[config.mk]
export PLATFORM = sky130hd
export DESIGN_NAME = hazard_ctrl
export DESIGN_NICKNAME = d
export VERILOG_FILES = /design/src/rtl/core_pkg.sv /design/src/rtl/sat_counter.sv /design/src/rtl/hazard_ctrl.sv
export SDC_FILE = /design/constraint.sdc
export NUM_CORES = 1
export LEC_CHECK = 0
export ABC_AREA = 1
export CORE_UTILIZATION = 60
export CTS_BUF_LIST = sky130_fd_sc_hd__clkbuf_8
export CTS_CLUSTER_DIAMETER = 50
export CTS_CLUSTER_SIZE = 16
export DETAILED_ROUTE_END_ITERATION = 10
export DONT_BUFFER_PORTS = 1
export GPL_TIMING_DRIVEN = 0
export HOLD_SLACK_MARGIN = 0.12
export PLACE_DENSITY = 0.88
export SYNTH_ARGS = -nofsm -noshare
export SYNTH_HDL_FRONTEND = slang
export SYNTH_HIERARCHICAL = 1
export SYNTH_SLANG_ARGS = --single-unit
[constraint.sdc]
create_clock -name CLK -period 2.45 [get_ports CLK]
set_clock_uncertainty 0.2 [all_clocks]
set_input_delay 0.49 -clock CLK [delete_from_list [all_inputs] [get_ports CLK]]
set_output_delay 0.49 -clock CLK [all_outputs]
set_load 0.05 [all_outputs]
[src/rtl/core_pkg.sv]
// core_pkg: shared types and constants for the integer core pipeline control.
//   state_t : sequencing FSM state (RUN / MEM_WAIT / ERR, 2 bits)
//   REG_AW  : register address width
//   X0      : hard-wired zero register address
package core_pkg;
  localparam int REG_AW = 5;
  localparam logic [4:0] X0 = 5'd0;
  typedef enum logic [1:0] {
    RUN      = 2'd0,
    MEM_WAIT = 2'd1,
    ERR      = 2'd2
  } state_t;
endpackage

[src/rtl/sat_counter.sv]
// sat_counter: W-bit up counter that holds at all-ones instead of wrapping.
//   CLK   : clock
//   clear : synchronous clear, wins over inc
//   inc   : count enable
//   cnt   : current count
module sat_counter #(
  parameter int W = 32
) (
  input  logic         CLK,
  input  logic         clear,
  input  logic         inc,
  output logic [W-1:0] cnt
);
  always_ff @(posedge CLK)
    cnt <= clear ? '0 : (inc && cnt != '1) ? cnt + 1'b1 : cnt;
endmodule

[src/rtl/hazard_ctrl.sv]
// hazard_ctrl: pipeline enable/flush/bubble sequencing for the 5-stage core.
//   CLK, RST         : clock, synchronous active-high reset
//   id_*             : source registers read by the instruction in ID
//   ex_*             : load / destination info of the instruction in EX, branch resolution
//   mem_req/ready    : data-memory handshake of the instruction in MEM
//   pc_en .. memwb_bubble : per-stage pipeline register controls (combinational)
//   state_o          : FSM state, stall_cnt/flush_cnt : saturating perf counters
//   mem_timeout_err  : sticky flag, set when a memory wait exceeds MEM_TIMEOUT
module hazard_ctrl #(
  parameter int REG_AW      = 5,
  parameter int MEM_TIMEOUT = 255,
  parameter int CNT_W       = 32
) (
  input  logic              CLK,
  input  logic              RST,
  input  logic [REG_AW-1:0] id_rs1,
  input  logic [REG_AW-1:0] id_rs2,
  input  logic              id_use_rs1,
  input  logic              id_use_rs2,
  input  logic              ex_load,
  input  logic [REG_AW-1:0] ex_wreg,
  input  logic              ex_wreg_en,
  input  logic              ex_branch_taken,
  input  logic              mem_req,
  input  logic              mem_ready,
  output logic              pc_en,
  output logic              ifid_en,
  output logic              ifid_flush,
  output logic              idex_en,
  output logic              idex_bubble,
  output logic              exmem_en,
  output logic              memwb_bubble,
  output logic [1:0]        state_o,
  output logic [CNT_W-1:0]  stall_cnt,
  output logic [CNT_W-1:0]  flush_cnt,
  output logic              mem_timeout_err
);
  import core_pkg::*;
  localparam int WW = $clog2(MEM_TIMEOUT + 1);
  state_t        state, state_nx;
  logic [WW-1:0] wait_cnt;
  logic          lu_haz, mem_stall, timeout, freeze, normal;
  assign lu_haz = ex_load && ex_wreg_en && ex_wreg != REG_AW'(X0) &&
                  ((id_use_rs1 && id_rs1 == ex_wreg) || (id_use_rs2 && id_rs2 == ex_wreg));
  assign mem_stall = mem_req && !mem_ready;
  assign timeout   = wait_cnt == WW'(MEM_TIMEOUT);
  always_ff @(posedge CLK)
    state <= RST ? RUN : state_nx;
  always_comb
    state_nx = state == RUN      ? (mem_stall ? MEM_WAIT : RUN) :
               state == MEM_WAIT ? (mem_ready ? RUN : timeout ? ERR : MEM_WAIT) :
               state == ERR      ? ERR : RUN;
  // Freeze covers the cycle that discovers the stall, every unfinished wait
  // cycle and the terminal error state; a ready cycle in MEM_WAIT runs normally
  // so a branch held in EX during the wait is acted on then.
  always_comb begin
    freeze       = state == ERR || (state == RUN && mem_stall) || (state == MEM_WAIT && !mem_ready);
    normal       = !RST && !freeze;
    pc_en        = normal && (ex_branch_taken || !lu_haz);
    ifid_en      = normal && (ex_branch_taken || !lu_haz);
    ifid_flush   = normal && ex_branch_taken;
    idex_en      = normal;
    idex_bubble  = normal && (ex_branch_taken || lu_haz);
    exmem_en     = normal;
    memwb_bubble = !RST && freeze;
  end
  always_ff @(posedge CLK) begin
    wait_cnt <= RST ? '0 :
                state == RUN ? (mem_stall ? WW'(1) : '0) :
                state == MEM_WAIT ? (mem_ready ? '0 : timeout ? wait_cnt : wait_cnt + 1'b1) :
                wait_cnt;
    mem_timeout_err <= !RST && (mem_timeout_err || (state == MEM_WAIT && !mem_ready && timeout));
  end
  assign state_o = state;
  sat_counter #(.W(CNT_W)) u_stall (
    .CLK   (CLK),
    .clear (RST),
    .inc   (!pc_en),
    .cnt   (stall_cnt)
  );
  sat_counter #(.W(CNT_W)) u_flush (
    .CLK   (CLK),
    .clear (RST),
    .inc   (ifid_flush),
    .cnt   (flush_cnt)
  );
endmodule
=== After elaboration in Yosys (flattened, before gate mapping) ===
Cells that the tools add are included.
W data, S select, Z words.

* Register bits: 75
* Latch bits: 0
* RAM bits: 0
* Memory bits (read-only): 0
* Input port bits: 24
* Output and inout port bits: 74
* Logic and storage cells: 59
* Memories kept: 0

* Add/sub/neg operators: 3
* Multipliers: 0
* Div/mod/pow operators: 0
* Magnitude comparators: 0
* Eq/ne operators: 8
* Shift-type cells: 0
* Muxes and demuxes: 11
* Bitwise operators: 0
* Reductions and logical operators: 32

{| class="wikitable"
|+ Operators with widths
! kind !! count
|-
| $add A32 B1 Y32 const B || 2
|-
| $ne A32 B32 Y1 const B || 2
|-
| $mux W8 || 4
|-
| $logic_and A1 B1 Y1 || 17
|-
| $eq A5 B5 Y1 || 2
|-
| $mux W2 || 5
|-
| $add A8 B1 Y8 const B || 1
|-
| $eq A8 B8 Y1 const B || 1
|-
| $logic_or A1 B1 Y1 || 6
|-
| $logic_not A1 Y1 || 5
|-
| $reduce_bool A5 Y1 || 1
|-
| $ne A3 B2 Y1 const B || 1
|-
| $eq A2 B1 Y1 const B || 1
|-
| $eq A2 B2 Y1 const B || 1
|-
| $logic_not A2 Y1 || 1
|-
| $mux W1 || 2
|-
| $reduce_and A2 Y1 || 1
|-
| $reduce_bool A2 Y1 || 1
|}

=== Longest topological paths before layout ===
* Word-level depth: 10
* Gate-level depth with buffers: 17
* Mapped depth without buffers: 17

=== Hierarchy ===
Netlist, hierarchy kept.

{| class="wikitable"
|+ Modules (own cells, without submodules)
! module !! instances !! cells an instance !! area each (sq um) !! sequential area each (sq um)
|-
| sat_counter || 2 || 324 || 2062.0 || 640.6
|-
| hazard_ctrl || 1 || 164 || 899.6 || 220.2
|}

=== Worst setup path after synthesis ===
No wires, ideal clock.

* Path type: register to register
* Start point: reg state[1], in the netlist state_o[1]
* End point: reg u_flush.cnt[25]
* Setup time: 0.117 ns
* Data arrival time: 2.971 ns
* Data required time: 2.133 ns
* Setup slack: -0.838 ns
* Cell stages (with the launch flop): 16
* Cell sequence: dfxtp_1 -> nor2_2 -> nand3_1 -> nand3_1 -> nor2_2 -> nand2_2 -> inv_1 -> inv_2 -> nor2_1 -> nand2_1 -> inv_2 -> nand2_1 -> nor2_1 -> nand3_1 -> nand2_1 -> nor2_1

* Longest elaborated chain between the ends: 8
* Elaborated cells between the ends (all ways): 11
* Classes of those cells: 2 x eq/ne; 9 x reduce/logical

{| class="wikitable"
|+ Ends and longest elaborated chain
! what !! line !! source
|-
| start, declared || hazard_ctrl.sv:40 || <nowiki>state_t state, state_nx;</nowiki>
|-
| start signal, assigned || hazard_ctrl.sv:48 || <nowiki>state <= RST ? RUN : state_nx;</nowiki>
|-
| $logic_not A2 Y1 || hazard_ctrl.sv:57 || <nowiki>freeze = state == ERR || (state == RUN && mem_stall) || (state == MEM_WAIT && !mem_ready);</nowiki>
|-
| $logic_and A1 B1 Y1 || hazard_ctrl.sv:57 ||
|-
| $logic_or A1 B1 Y1 || hazard_ctrl.sv:57 ||
|-
| $logic_or A1 B1 Y1 * || hazard_ctrl.sv:57 ||
|-
| $logic_not A1 Y1 * || hazard_ctrl.sv:58 || <nowiki>normal = !RST && !freeze;</nowiki>
|-
| $logic_and A1 B1 Y1 * || hazard_ctrl.sv:58 ||
|-
| named net exmem_en || hazard_ctrl.sv:31 || <nowiki>output logic exmem_en,</nowiki>
|-
| $logic_and A1 B1 Y1 * || hazard_ctrl.sv:61 || <nowiki>ifid_flush = normal && ex_branch_taken;</nowiki>
|-
| named net ifid_flush || hazard_ctrl.sv:28 || <nowiki>output logic ifid_flush,</nowiki>
|-
| $logic_and A1 B1 Y1 * || sat_counter.sv:15 || <nowiki>cnt <= clear ? '0 : (inc && cnt != '1) ? cnt + 1'b1 : cnt;</nowiki>
|-
| end signal, assigned || sat_counter.sv:15 ||
|-
| end, declared || sat_counter.sv:12 || <nowiki>output logic [W-1:0] cnt</nowiki>
|}

The timed path passes the listed nets; every way through them passes the cells marked *.
A chain may end at the register's enable or synchronous reset.

=== Worst setup path in the final report ===
* Start point: reg state[1], in the netlist state_o[1]
* End point: reg u_stall.cnt[9]

* Longest elaborated chain between the ends: 9
* Elaborated cells between the ends (all ways): 12
* Classes of those cells: 2 x eq/ne; 10 x reduce/logical

{| class="wikitable"
|+ Ends and longest elaborated chain
! what !! line !! source
|-
| $logic_not A2 Y1 || hazard_ctrl.sv:57 ||
|-
| $logic_and A1 B1 Y1 || hazard_ctrl.sv:57 ||
|-
| $logic_or A1 B1 Y1 || hazard_ctrl.sv:57 ||
|-
| $logic_or A1 B1 Y1 * || hazard_ctrl.sv:57 ||
|-
| $logic_not A1 Y1 * || hazard_ctrl.sv:58 ||
|-
| $logic_and A1 B1 Y1 * || hazard_ctrl.sv:58 ||
|-
| named net exmem_en || hazard_ctrl.sv:31 ||
|-
| $logic_and A1 B1 Y1 * || hazard_ctrl.sv:59 || <nowiki>pc_en = normal && (ex_branch_taken || !lu_haz);</nowiki>
|-
| $logic_not A1 Y1 * || hazard_ctrl.sv:78 || <nowiki>.inc (!pc_en),</nowiki>
|-
| $logic_and A1 B1 Y1 * || sat_counter.sv:15 ||
|-
| end signal, assigned || sat_counter.sv:15 ||
|-
| end, declared || sat_counter.sv:12 ||
|}

Marked as above.

==> impl_results.md <==
- Worst hold slack: between 0.15 and 0.2 ns
- Hold path cells: 3
- Effective utilization at floorplan: 61.45%
- Worst vdd ir: 0.4425 mV
- DR pass1 iterations: 5
- Worst Max-Slew Pin Slew: 0.7322 ns
- R2R Path End: u_stall/cnt[9]
- Register bit total from synthesis: 75
- CP endpoint kind: flip-flop
- Final hold vios: 0
- Initial DRC Count: 575
- Number of antenna violations at the first check in global routing: 0
- Tcrit/Tclk final: 113.6%
- Clk root buf: clkbuf_8
- Synth Instances: 812
- Syn nets: about 840
- Ys Warns: 6
- Relative slew slack: 51.12%
- Clock Tree Buf Depth: 2
- Library cells used by synthesis: 32
- Global-route wire length before repair: 22970 um
- Mean Syn Cell Area: 6.187 sq um
- Tmin final: 2.783 ns
- Cell Chain, Critical Path: nor2_4, nand3_2, nand3_2, nor2_4, nand2_1, inv_2, nor2_1, nand2_1, inv_2, nand2_1, inv_1, a21oi_1, nor2_1
- Pins Over Slew Limit: 0
- Vias: approximately 5.6k
- Max Fclk: 359.4 MHz
- Post-layout util: 71.33%
- CTS tree: done
- Routed Antenna Nets: 0
- Outcome: complete, but fails checks
- Port buffer count: 0
- Syn-to-layout area delta: 16.09%
- Post-synthesis sequential area ratio: between 20% and 30%
- R2R depth: 13
- CP Data Arrival Time: 2.81 ns
- Slowest stage delay, CP: between 0.4 and 0.5 ns
- Failing checks: negative setup slack
- Die area: 8742 sq um
- Metal-1 WL: 5499 um
- Critical Path Source Type: flip-flop
- NumNets Final: 868
- Clk sinks: 75
- Core Area: 8175 sq um
- Slowest-stage cell, CP: dfxtp_4
- Post-DR vias/cell: 5.886
- Clk_lat worst skew: ~0.36 ns
- Final wirelength: 14360 um
- Die height: 93.50 um
- Top cell by count, worst path: nand2_1
- Number of global-route vias before repair: 5146
- Post-synth EDFFs: 0
- Setup_tns: -6.326 ns
- Ys flop type: dfxtp_1
- Die W: 93.50 um
- Met3 wire length: between 1000 and 1500 um
- CTS HTree Levels: 3
- End of the worst hold path: u_flush/cnt[25]
- Hold Path Origin: RST
- Worst setup path class: flip-flop to flip-flop
- Final WS setup: -0.3328 ns
- # rows: 33
- Largest net degree at the start of global routing: 13
- Final instance area: 5832 sq um
- HPWL after DPL: 9797 um
- Leakage: 0.002590 uW
- Post-Synthesis Cell Area: 5024 sq um
- Share of flip-flops with an asynchronous set or reset: 0%
- HP Class: primary input to flip-flop
- DRC viols: 0
- Reg2reg start: state_o[1]
- Placed Instance Area: 5223 sq um
- Reg2Reg Setup Slack: -0.33 ns
- Number of max-cap violations: 0
- IO Pins: 98
- Met2 wire length: 6796 um
- Tot GR Track Use: between 30 and 40%
- Setup WS pre-CTS: -0.4053 ns
- Wire per inst: 15.10 um
- CTS Buf Count: 9
- Antenna Cells: 0
- Crit-path max FO: 8
- Final GP Congestion: 0.9276
- RSZ-0062 raised after global routing: true
- Clock transition at path regs: 0.09 ns
- Top routing layer in use: met4
- Remaining Overflow, GRT: 0
- Final setup fails: 37
- Share of post-route cells with drive strength above 1: 20.33%
- CP required: ~2.5 ns
- Power Density: ~460 nW/um^2
-- cell type report --
type,instances,area (sq um)
fillers,622,2344
multi-input cells,621,3209
repair buffers,18,167.7
clock buffers,12,165.2
plain buffers,18,171.4
clock inverters,4,95.09
well taps,105,131.4
inverters,98,377.9
flip-flops and latches,75,1514
-- repair_timing --
action / CTS / global route
setup buffers: 14 / 5
endpoints found under the hold margin: 12 / 0
cloned: 0 / 0
pin swaps: 40 / 16
setup endpoints to repair: 42 / 56
gates resized for setup: 41 / 18
hold buffers: 1 / 0
-- metal layers --
metal,global-route usage (%),vias to the layer above
li1,-,2636
met1,38.19,2534
met2,57.05,344
met3,7.236,84
met4,19.10,0
met5,0,-
-- cell usage after synthesis (4+ instances only) --
cell	n	area share, %
nand4_2	4	1.0
nor3_1	7	0.70
nand4_1	25	3.1
nor2_2	14	1.7
a31oi_1	11	1.4
nand3_2	15	3.0
nand3_1	59	5.9
nor2_4	9	2.0
a21oi_1	43	4.3
nand2_2	13	1.6
buf_6	10	2.2
nand2_4	7	1.6
nor2_1	155	12
inv_2	6	0.45
buf_2	4	0.40
o21ai_0	5	0.50
inv_1	89	6.7
dfxtp_1	75	30
nand2_1	235	18
-- metrics by stage --
step / instances / power (uW)
after floorplan: 812 / 1428
final: 951 / 2707
after global routing: 951 / 2792
after global placement: 917 / 1454
after detailed placement: 917 / 1460
after CTS: 947 / 2702
-- placed cells by master, fill, tap and decap left out, types with 11 or more instances in the layout --
cell | Yosys | final
buf_6 | 10 | 19
a31oi_1 | 11 | 11
nor2_1 | 155 | 142
nand3_2 | 15 | 23
nand4_1 | 25 | 25
dfxtp_1 | 75 | 69
nand2_1 | 235 | 225
nand3_1 | 59 | 51
nor2_4 | 9 | 20
clkbuf_8 | 0 | 12
inv_1 | 89 | 86
nor2_2 | 14 | 16
nand2_2 | 13 | 19
a21oi_1 | 43 | 42
-- state kept, by name, summed over array words and instances, names as in the netlist --
register         flops
wait_cnt             8
u_stall/cnt         32
state_o              2
u_flush/cnt         32
mem_timeout_err      1
-- kinds of logic (layout without fill, tap and decap cells) --
logic type	after synthesis	count (layout)	share of synthesized area (%)
flip-flops	75	75	29.89
AND/OR/NAND/NOR	553	553	51.78
adder cells (fa/ha/maj)	3	3	0.7473
buffers and inverters	116	150	10.46
AO/OA/AOI/OAI	65	65	7.123
-- where the power goes --
| part | internal (uW) | total [uW] | switching [uW] | leakage, uW |
|---|---|---|---|---|
| Combinational | 78.0 | 226 | 148 | 0.00185 |
| Clock | 759 | 1220 | 463 | 0.000133 |
| Sequential | 1230 | 1260 | 33.1 | 0.000608 |
| Total | 2060 | 2710 | 645 | 0.00259 |
-- worst max-delay path: cells and delay by family, from the launching register on --
family / cells / cell delay, ns
and+or+nand+nor: 9 / 1.41
buffers and inverters: 3 / 0.38
DFF: 1 / 0.49
AOI/OAI and AO/OA: 1 / 0.16
-- worst max-delay path by stage --
stage,from,slack [ns],depth (start not counted),endpoint
2_1_floorplan,state_o[1],-0.01,15,u_flush/cnt[25]
3_3_place_gp,state_o[1],-0.30,12,u_flush/cnt[30]
6_report,state_o[1],-0.33,13,u_stall/cnt[9]
3_5_place_dp,state_o[1],-0.41,12,u_flush/cnt[30]
5_1_grt,state_o[1],-0.41,13,u_stall/cnt[9]
4_1_cts,state_o[1],-0.25,7,pc_en
Note: power is estimated with default switching activity, not from simulation.
